--- src/rtl/fpu_pkg.sv ---
// Shared opcode, latency and state definitions for the FPU result sequencer.
package fpu_pkg;

  localparam int unsigned OP_W   = 4;
  localparam int unsigned FLAG_W = 5;
  localparam int unsigned CNT_W  = 5;

  localparam logic [OP_W-1:0] OP_FADD    = 4'd0;
  localparam logic [OP_W-1:0] OP_FSUB    = 4'd1;
  localparam logic [OP_W-1:0] OP_FMUL    = 4'd2;
  localparam logic [OP_W-1:0] OP_FMADD   = 4'd3;
  localparam logic [OP_W-1:0] OP_FSGNJ   = 4'd4;
  localparam logic [OP_W-1:0] OP_FMV     = 4'd5;
  localparam logic [OP_W-1:0] OP_FDIV    = 4'd6;
  localparam logic [OP_W-1:0] OP_FCMP    = 4'd7;
  localparam logic [OP_W-1:0] OP_FCVT_IF = 4'd8;
  localparam logic [OP_W-1:0] OP_FCVT_FI = 4'd9;
  localparam logic [OP_W-1:0] OP_FSQRT   = 4'd10;
  localparam logic [OP_W-1:0] OP_FDIV_D  = 4'd11;
  localparam logic [OP_W-1:0] OP_FSQRT_D = 4'd12;
  localparam logic [OP_W-1:0] OP_FREM    = 4'd13;
  localparam logic [OP_W-1:0] OP_ILL0    = 4'd14;
  localparam logic [OP_W-1:0] OP_ILL1    = 4'd15;

  localparam logic [CNT_W-1:0] LAT_ADD  = 5'd7;
  localparam logic [CNT_W-1:0] LAT_MUL  = 5'd5;
  localparam logic [CNT_W-1:0] LAT_FMA  = 5'd6;
  localparam logic [CNT_W-1:0] LAT_SGNJ = 5'd0;
  localparam logic [CNT_W-1:0] LAT_MV   = 5'd1;
  localparam logic [CNT_W-1:0] LAT_DIV  = 5'd16;
  localparam logic [CNT_W-1:0] LAT_CMP  = 5'd1;
  localparam logic [CNT_W-1:0] LAT_CVT  = 5'd6;
  localparam logic [CNT_W-1:0] LAT_ITER = 5'd12;
  localparam logic [CNT_W-1:0] LAT_ILL  = 5'd0;

  localparam logic [FLAG_W-1:0] ILLEGAL_FLAGS = 5'b10000;

  typedef enum logic [1:0] {
    ST_IDLE,
    ST_EXEC,
    ST_HOLD
  } state_e;

  function automatic logic is_illegal(input logic [OP_W-1:0] op);
    return (op == OP_ILL0) || (op == OP_ILL1);
  endfunction

endpackage

--- src/rtl/fpu_latency_lut.sv ---
// Combinational map from FPU opcode to result latency in cycles.
module fpu_latency_lut
  import fpu_pkg::*;
(
  input  logic [3:0] op,
  output logic [4:0] lat
);

  always_comb begin
    lat = LAT_ILL;
    case (op)
      OP_FADD, OP_FSUB:                         lat = LAT_ADD;
      OP_FMUL:                                  lat = LAT_MUL;
      OP_FMADD:                                 lat = LAT_FMA;
      OP_FSGNJ:                                 lat = LAT_SGNJ;
      OP_FMV:                                   lat = LAT_MV;
      OP_FDIV:                                  lat = LAT_DIV;
      OP_FCMP:                                  lat = LAT_CMP;
      OP_FCVT_IF, OP_FCVT_FI:                   lat = LAT_CVT;
      OP_FSQRT, OP_FDIV_D, OP_FSQRT_D, OP_FREM: lat = LAT_ITER;
      default:                                  lat = LAT_ILL;
    endcase
  end

endmodule

--- src/rtl/fpu_result_sequencer.sv ---
// Issues FPU operations, waits the opcode latency and holds the result for writeback.
// Define FPU_RSP_BYPASS_EN to allow re-accept in the response-consume cycle.
module fpu_result_sequencer
  import fpu_pkg::*;
#(
  parameter int DATA_W = 32,
  parameter int RD_W   = 5
) (
  input  logic              clock,
  input  logic              clear,
  input  logic              req_valid,
  output logic              req_ready,
  input  logic [3:0]        req_op,
  input  logic [RD_W-1:0]   req_rd,
  output logic              fpu_start,
  input  logic [DATA_W-1:0] fpu_result,
  input  logic [4:0]        fpu_flags,
  output logic              rsp_valid,
  input  logic              rsp_ready,
  output logic [DATA_W-1:0] rsp_data,
  output logic [RD_W-1:0]   rsp_rd,
  output logic [4:0]        rsp_flags,
  output logic              rsp_illegal,
  output logic              busy
);

  state_e            state_q, state_d;
  logic [4:0]        cnt_q, cnt_d;
  logic [3:0]        op_q, op_d;
  logic [RD_W-1:0]   rd_q, rd_d;
  logic [DATA_W-1:0] rsp_data_q, rsp_data_d;
  logic [RD_W-1:0]   rsp_rd_q, rsp_rd_d;
  logic [4:0]        rsp_flags_q, rsp_flags_d;
  logic              rsp_illegal_q, rsp_illegal_d;
  logic [4:0]        lat;
  logic              accept;

  fpu_latency_lut u_lut (
    .op  (req_op),
    .lat (lat)
  );

`ifdef FPU_RSP_BYPASS_EN
  assign req_ready = (state_q == ST_IDLE) || ((state_q == ST_HOLD) && rsp_ready);
`else
  assign req_ready = (state_q == ST_IDLE);
`endif

  assign accept      = req_valid && req_ready && !clear;
  assign fpu_start   = accept;
  assign rsp_valid   = (state_q == ST_HOLD);
  assign busy        = (state_q != ST_IDLE);
  assign rsp_data    = rsp_data_q;
  assign rsp_rd      = rsp_rd_q;
  assign rsp_flags   = rsp_flags_q;
  assign rsp_illegal = rsp_illegal_q;

  always_comb begin
    state_d       = state_q;
    cnt_d         = cnt_q;
    op_d          = op_q;
    rd_d          = rd_q;
    rsp_data_d    = rsp_data_q;
    rsp_rd_d      = rsp_rd_q;
    rsp_flags_d   = rsp_flags_q;
    rsp_illegal_d = rsp_illegal_q;

    case (state_q)
      ST_EXEC: begin
        if (cnt_q == 5'd1) begin
          state_d       = ST_HOLD;
          cnt_d         = '0;
          rsp_data_d    = is_illegal(op_q) ? '0 : fpu_result;
          rsp_flags_d   = is_illegal(op_q) ? ILLEGAL_FLAGS : fpu_flags;
          rsp_illegal_d = is_illegal(op_q);
          rsp_rd_d      = rd_q;
        end else begin
          cnt_d = cnt_q - 5'd1;
        end
      end
      ST_HOLD: begin
        if (rsp_ready) state_d = ST_IDLE;
      end
      default: ;
    endcase

    // Accept overrides the HOLD->IDLE step so a bypassed re-accept starts cleanly.
    if (accept) begin
      op_d  = req_op;
      rd_d  = req_rd;
      cnt_d = lat;
      if (lat != 5'd0) begin
        state_d = ST_EXEC;
      end else begin
        state_d       = ST_HOLD;
        rsp_data_d    = is_illegal(req_op) ? '0 : fpu_result;
        rsp_flags_d   = is_illegal(req_op) ? ILLEGAL_FLAGS : fpu_flags;
        rsp_illegal_d = is_illegal(req_op);
        rsp_rd_d      = req_rd;
      end
    end
  end

  always_ff @(posedge clock) begin
    if (clear) begin
      state_q       <= ST_IDLE;
      cnt_q         <= '0;
      op_q          <= '0;
      rd_q          <= '0;
      rsp_data_q    <= '0;
      rsp_rd_q      <= '0;
      rsp_flags_q   <= '0;
      rsp_illegal_q <= 1'b0;
    end else begin
      state_q       <= state_d;
      cnt_q         <= cnt_d;
      op_q          <= op_d;
      rd_q          <= rd_d;
      rsp_data_q    <= rsp_data_d;
      rsp_rd_q      <= rsp_rd_d;
      rsp_flags_q   <= rsp_flags_d;
      rsp_illegal_q <= rsp_illegal_d;
    end
  end

endmodule
--- config.mk ---
export PLATFORM = sky130hd
export DESIGN_NAME = fpu_result_sequencer
export DESIGN_NICKNAME = d
export VERILOG_FILES = /design/src/rtl/fpu_pkg.sv /design/src/rtl/fpu_latency_lut.sv /design/src/rtl/fpu_result_sequencer.sv
export SDC_FILE = /design/constraint.sdc
export NUM_CORES = 1
export LEC_CHECK = 0
export ABC_AREA = 1
export ABC_CLOCK_PERIOD_IN_PS = 2880
export CORE_MARGIN = 5
export CORE_UTILIZATION = 50
export CTS_CLUSTER_SIZE = 10
export DETAILED_ROUTE_END_ITERATION = 8
export MAX_ROUTING_LAYER = met4
export PLACE_DENSITY_LB_ADDON = 0.08
export SLEW_MARGIN = 20
export SYNTH_ARGS = -nofsm -noshare
export SYNTH_HDL_FRONTEND = slang
export SYNTH_HIERARCHICAL = 1
export SYNTH_SLANG_ARGS = --single-unit
--- constraint.sdc ---
create_clock -name clock -period 2.88 [get_ports clock]
set_input_delay 0.72 -clock clock [delete_from_list [all_inputs] [get_ports clock]]
set_output_delay 0.72 -clock clock [all_outputs]
set_load 0.02 [all_outputs]
==> summary.txt <==
Logic synthesis
  • Synth cell count leaders: 148 x nand2_1, 60 x nand3_1, 58 x dfxtp_1, 54 x inv_1, 33 x a21oi_1
  • Yosys reg bits: 58
  • Most numerous cell in the Yosys netlist: nand2_1
  • Synth Instances: 465
  • Synth top area cells: dfxtp_1 38%, nand2_1 18%, nand3_1 9.7%
  • Synthesized net count: 519
  • Number of synthesized flops with an enable pin: 0
  • Yosys top cell area share: 37.69%
  • Ys async rst share: 0%
  • Ys Warns: 6
  • Cell taking the most area after synthesis: dfxtp_1
  • Mapped Area: 3080 µm²
  • Syn avg cell area: 6.625 µm²
  • Sequential area share after synthesis: 37.69%
  • Ys flop type: dfxtp_1
  • Post-synthesis cell type count: 30

Global route
  • Tot GR Track Use: 22.41%
  • M3 GR Usage: 5.121%
  • Initial antenna violation count: 0
  • Met1 Usage GRT: 27.07%
  • Global-route wire length before repair: 13.54 mm
  • Layer with the highest usage: met2
  • Pin count of the biggest net entering global routing: 38
  • GRT Residual Overflow: 0
  • Vias in the first global route: 3115
  • Met2 usage: 35.83%

Setup path
  • Setup CP Type: input port to output port
  • Crit Path Max Fanout: 2
  • WP data arrival: 2050 ps
  • Reg2Reg Setup Slack: 910 ps
  • CP Capture Type: output port
  • Worst EP required: 2160 ps
  • Reg2reg path depth: 10
  • Slowest CP cell: clkdlybuf4s50_1
  • CP most frequent cell: clkdlybuf4s50_1
  • Worst R2R End: rsp_data[29]
  • Critical Path Start Type: input port
  • CP max stage delay: 610 ps
  • RR Startpoint: cnt_q[1]
  • Top cell family by delay on the critical path: buffers and inverters
  • Buffers & Inverters on Critical Path: 2
  • Ordered list of cells on the worst path: clkdlybuf4s50_1 -> nand2_4 -> nor2_8 -> clkdlybuf4s50_1

STA
  • Worst Max-Slew Pin Slew: 765.0 ps
  • Rel. slew slack: 48.82%
  • Min Tclk post-route: 2774 ps
  • Pins Over Slew Limit: 0
  • Hold_ws: 464.0 ps
  • Max frequency: 0.3605 GHz
  • Post-route setup TNS: 0 ps
  • Number of setup violations in the final report: 0
  • Unrepaired setup endpoints after global routing: no
  • Clock Skew: 10.86 ps
  • Crit share post-route: 96.32%
  • Final hold vios: 0

Place
  • Input/output buffers: 96
  • Placed insts: 622
  • Final HPWL DP: 5.676 mm
  • Routability cong.: 0.8217

Clocking
  • # resized after CTS: 0
  • CTS Buf Count: 9
  • Clock Tree Root: clkbuf_8
  • Clk pin slew, worst setup/hold paths: 70 ps
  • Longest Clk Path Bufs: 2
  • Clk_lat worst skew: 330 ps
  • # hold bufs at CTS: 0
  • CTS tree: built
  • Number of setup buffers added after CTS: 0
  • CTS sink cnt: 58
  • Total number of H-tree levels: 3

Route
  • # DRC: 0
  • Vias per cell: 5.003
  • Vias: 3192
  • Drt pass-1 iters: 4
  • Post-route ant nets: 0
  • DR iter-0 viols: 156
  • Total Wirelength: 8.188 mm
  • Routed len/inst: 12.83 µm

Power and ir drop
  • Leak pwr: 0.001997 µW
  • Pwr dens: 627.0 nW/µm²
  • Max IR drop VDD: 0.4537 mV

Hold path
  • Hold Crit Class: flip-flop to flip-flop
  • Hold Path End: rd_q[1]
  • Hold depth: 2
  • Hold_sp: rd_q[1]

Floorplan
  • Die height: 88.49 µm
  • Core ar.: 5956 µm²
  • Initial core utilization: 51.72%
  • Die X: 88.49 µm
  • I/O pin count: 97
  • Site row count: 28
  • Die area: 7830 µm²

Outcome
  • Status: finished, final reports clean

Cells and area
  • Layout cells sized above 1: 9.236%
  • Area delta synth->final: 38.87%
  • Nets@finish: 612
  • Non-filler instance count after layout: 638
  • N_diodes: 0

Job
  • Max-cap violations: 0
[flip-flops by register name, indices dropped and copies added (netlist names)]
signal	cells
rd_q	5
rsp_data	32
cnt_q	5
rsp_illegal	1
rsp_rd	5
op_q	3
rsp_flags	5
state_q	2
[area by class of cell]
class | instances | area (µm²)
Sequential cell | 58 | 1161
Fill cell | 536 | 1678
Tap cell | 75 | 93.84
Clock buffer | 11 | 141.4
Multi-Input combinational cell | 323 | 1546
Timing Repair Buffer | 108 | 1064
Inverter | 58 | 217.7
Clock inverter | 5 | 53.80
[worst max-delay path by stage]
| stage | startpoint | end | slack [ps] | cells after the start |
|---|---|---|---|---|
| detailed placement | req_valid | fpu_start | 110 | 4 |
| global route | req_valid | fpu_start | 70 | 4 |
| floorplan | req_op[1] | rsp_data[30] | 810 | 11 |
| finish | req_valid | fpu_start | 110 | 4 |
| CTS | req_valid | fpu_start | 110 | 4 |
| global placement | req_valid | fpu_start | 110 | 4 |
[cell families after synthesis]
kind of cell    synth area share [%]
simple gates                   36.64
xor+xnor                      0.5687
buf+inv                        12.10
fa+ha+maj                      1.625
compound gates                 11.37
flops                          37.69
[worst min-delay path, stage by stage (launching register included)]
cell	delay, ps
dfxtp_1	310
nand3_1	70
nand2_1	40
[power breakdown]
group / total (µW) / switching [µW] / internal (µW)
logic: 945 / 540 / 405
registers: 991 / 74.3 / 917
clock network: 746 / 325 / 420
[through the flow]
stage | cell area (µm²) | util [%] | worst slack, ps | power [µW]
after global routing | 4278 | 71.83 | 67.08 | 2866
after global placement | 4083 | 68.55 | 108.8 | 1933
after detailed placement | 4083 | 68.55 | 105.7 | 1950
after floorplan | 3080 | - | 810.8 | 1624
final | 4278 | 71.83 | 106.0 | 2682
after CTS | 4278 | 71.83 | 105.7 | 2703
[layout by cell type, fill, tap and decap left out, types with 2 or more instances in the layout]
master / n
nand2_4: 2
clkinv_2: 3
dfxtp_1: 58
nor2_2: 2
inv_2: 4
inv_1: 54
a21oi_2: 9
nand2_2: 2
ha_1: 4
nor2_4: 2
nand3_1: 60
clkdlybuf4s50_1: 96
o21ai_0: 14
clkbuf_8: 10
buf_4: 11
o21ai_1: 4
nor2_1: 32
nand4_1: 2
a21oi_1: 33
nand2_1: 148
[layer usage]
layer | up-vias | share of wire [%]
met5 | - | 0
met4 | 0 | 1.6
met3 | 12 | 7.2
met2 | 104 | 47
met1 | 1432 | 44
li1 | 1644 | -
(Power assumes the default switching activity.)
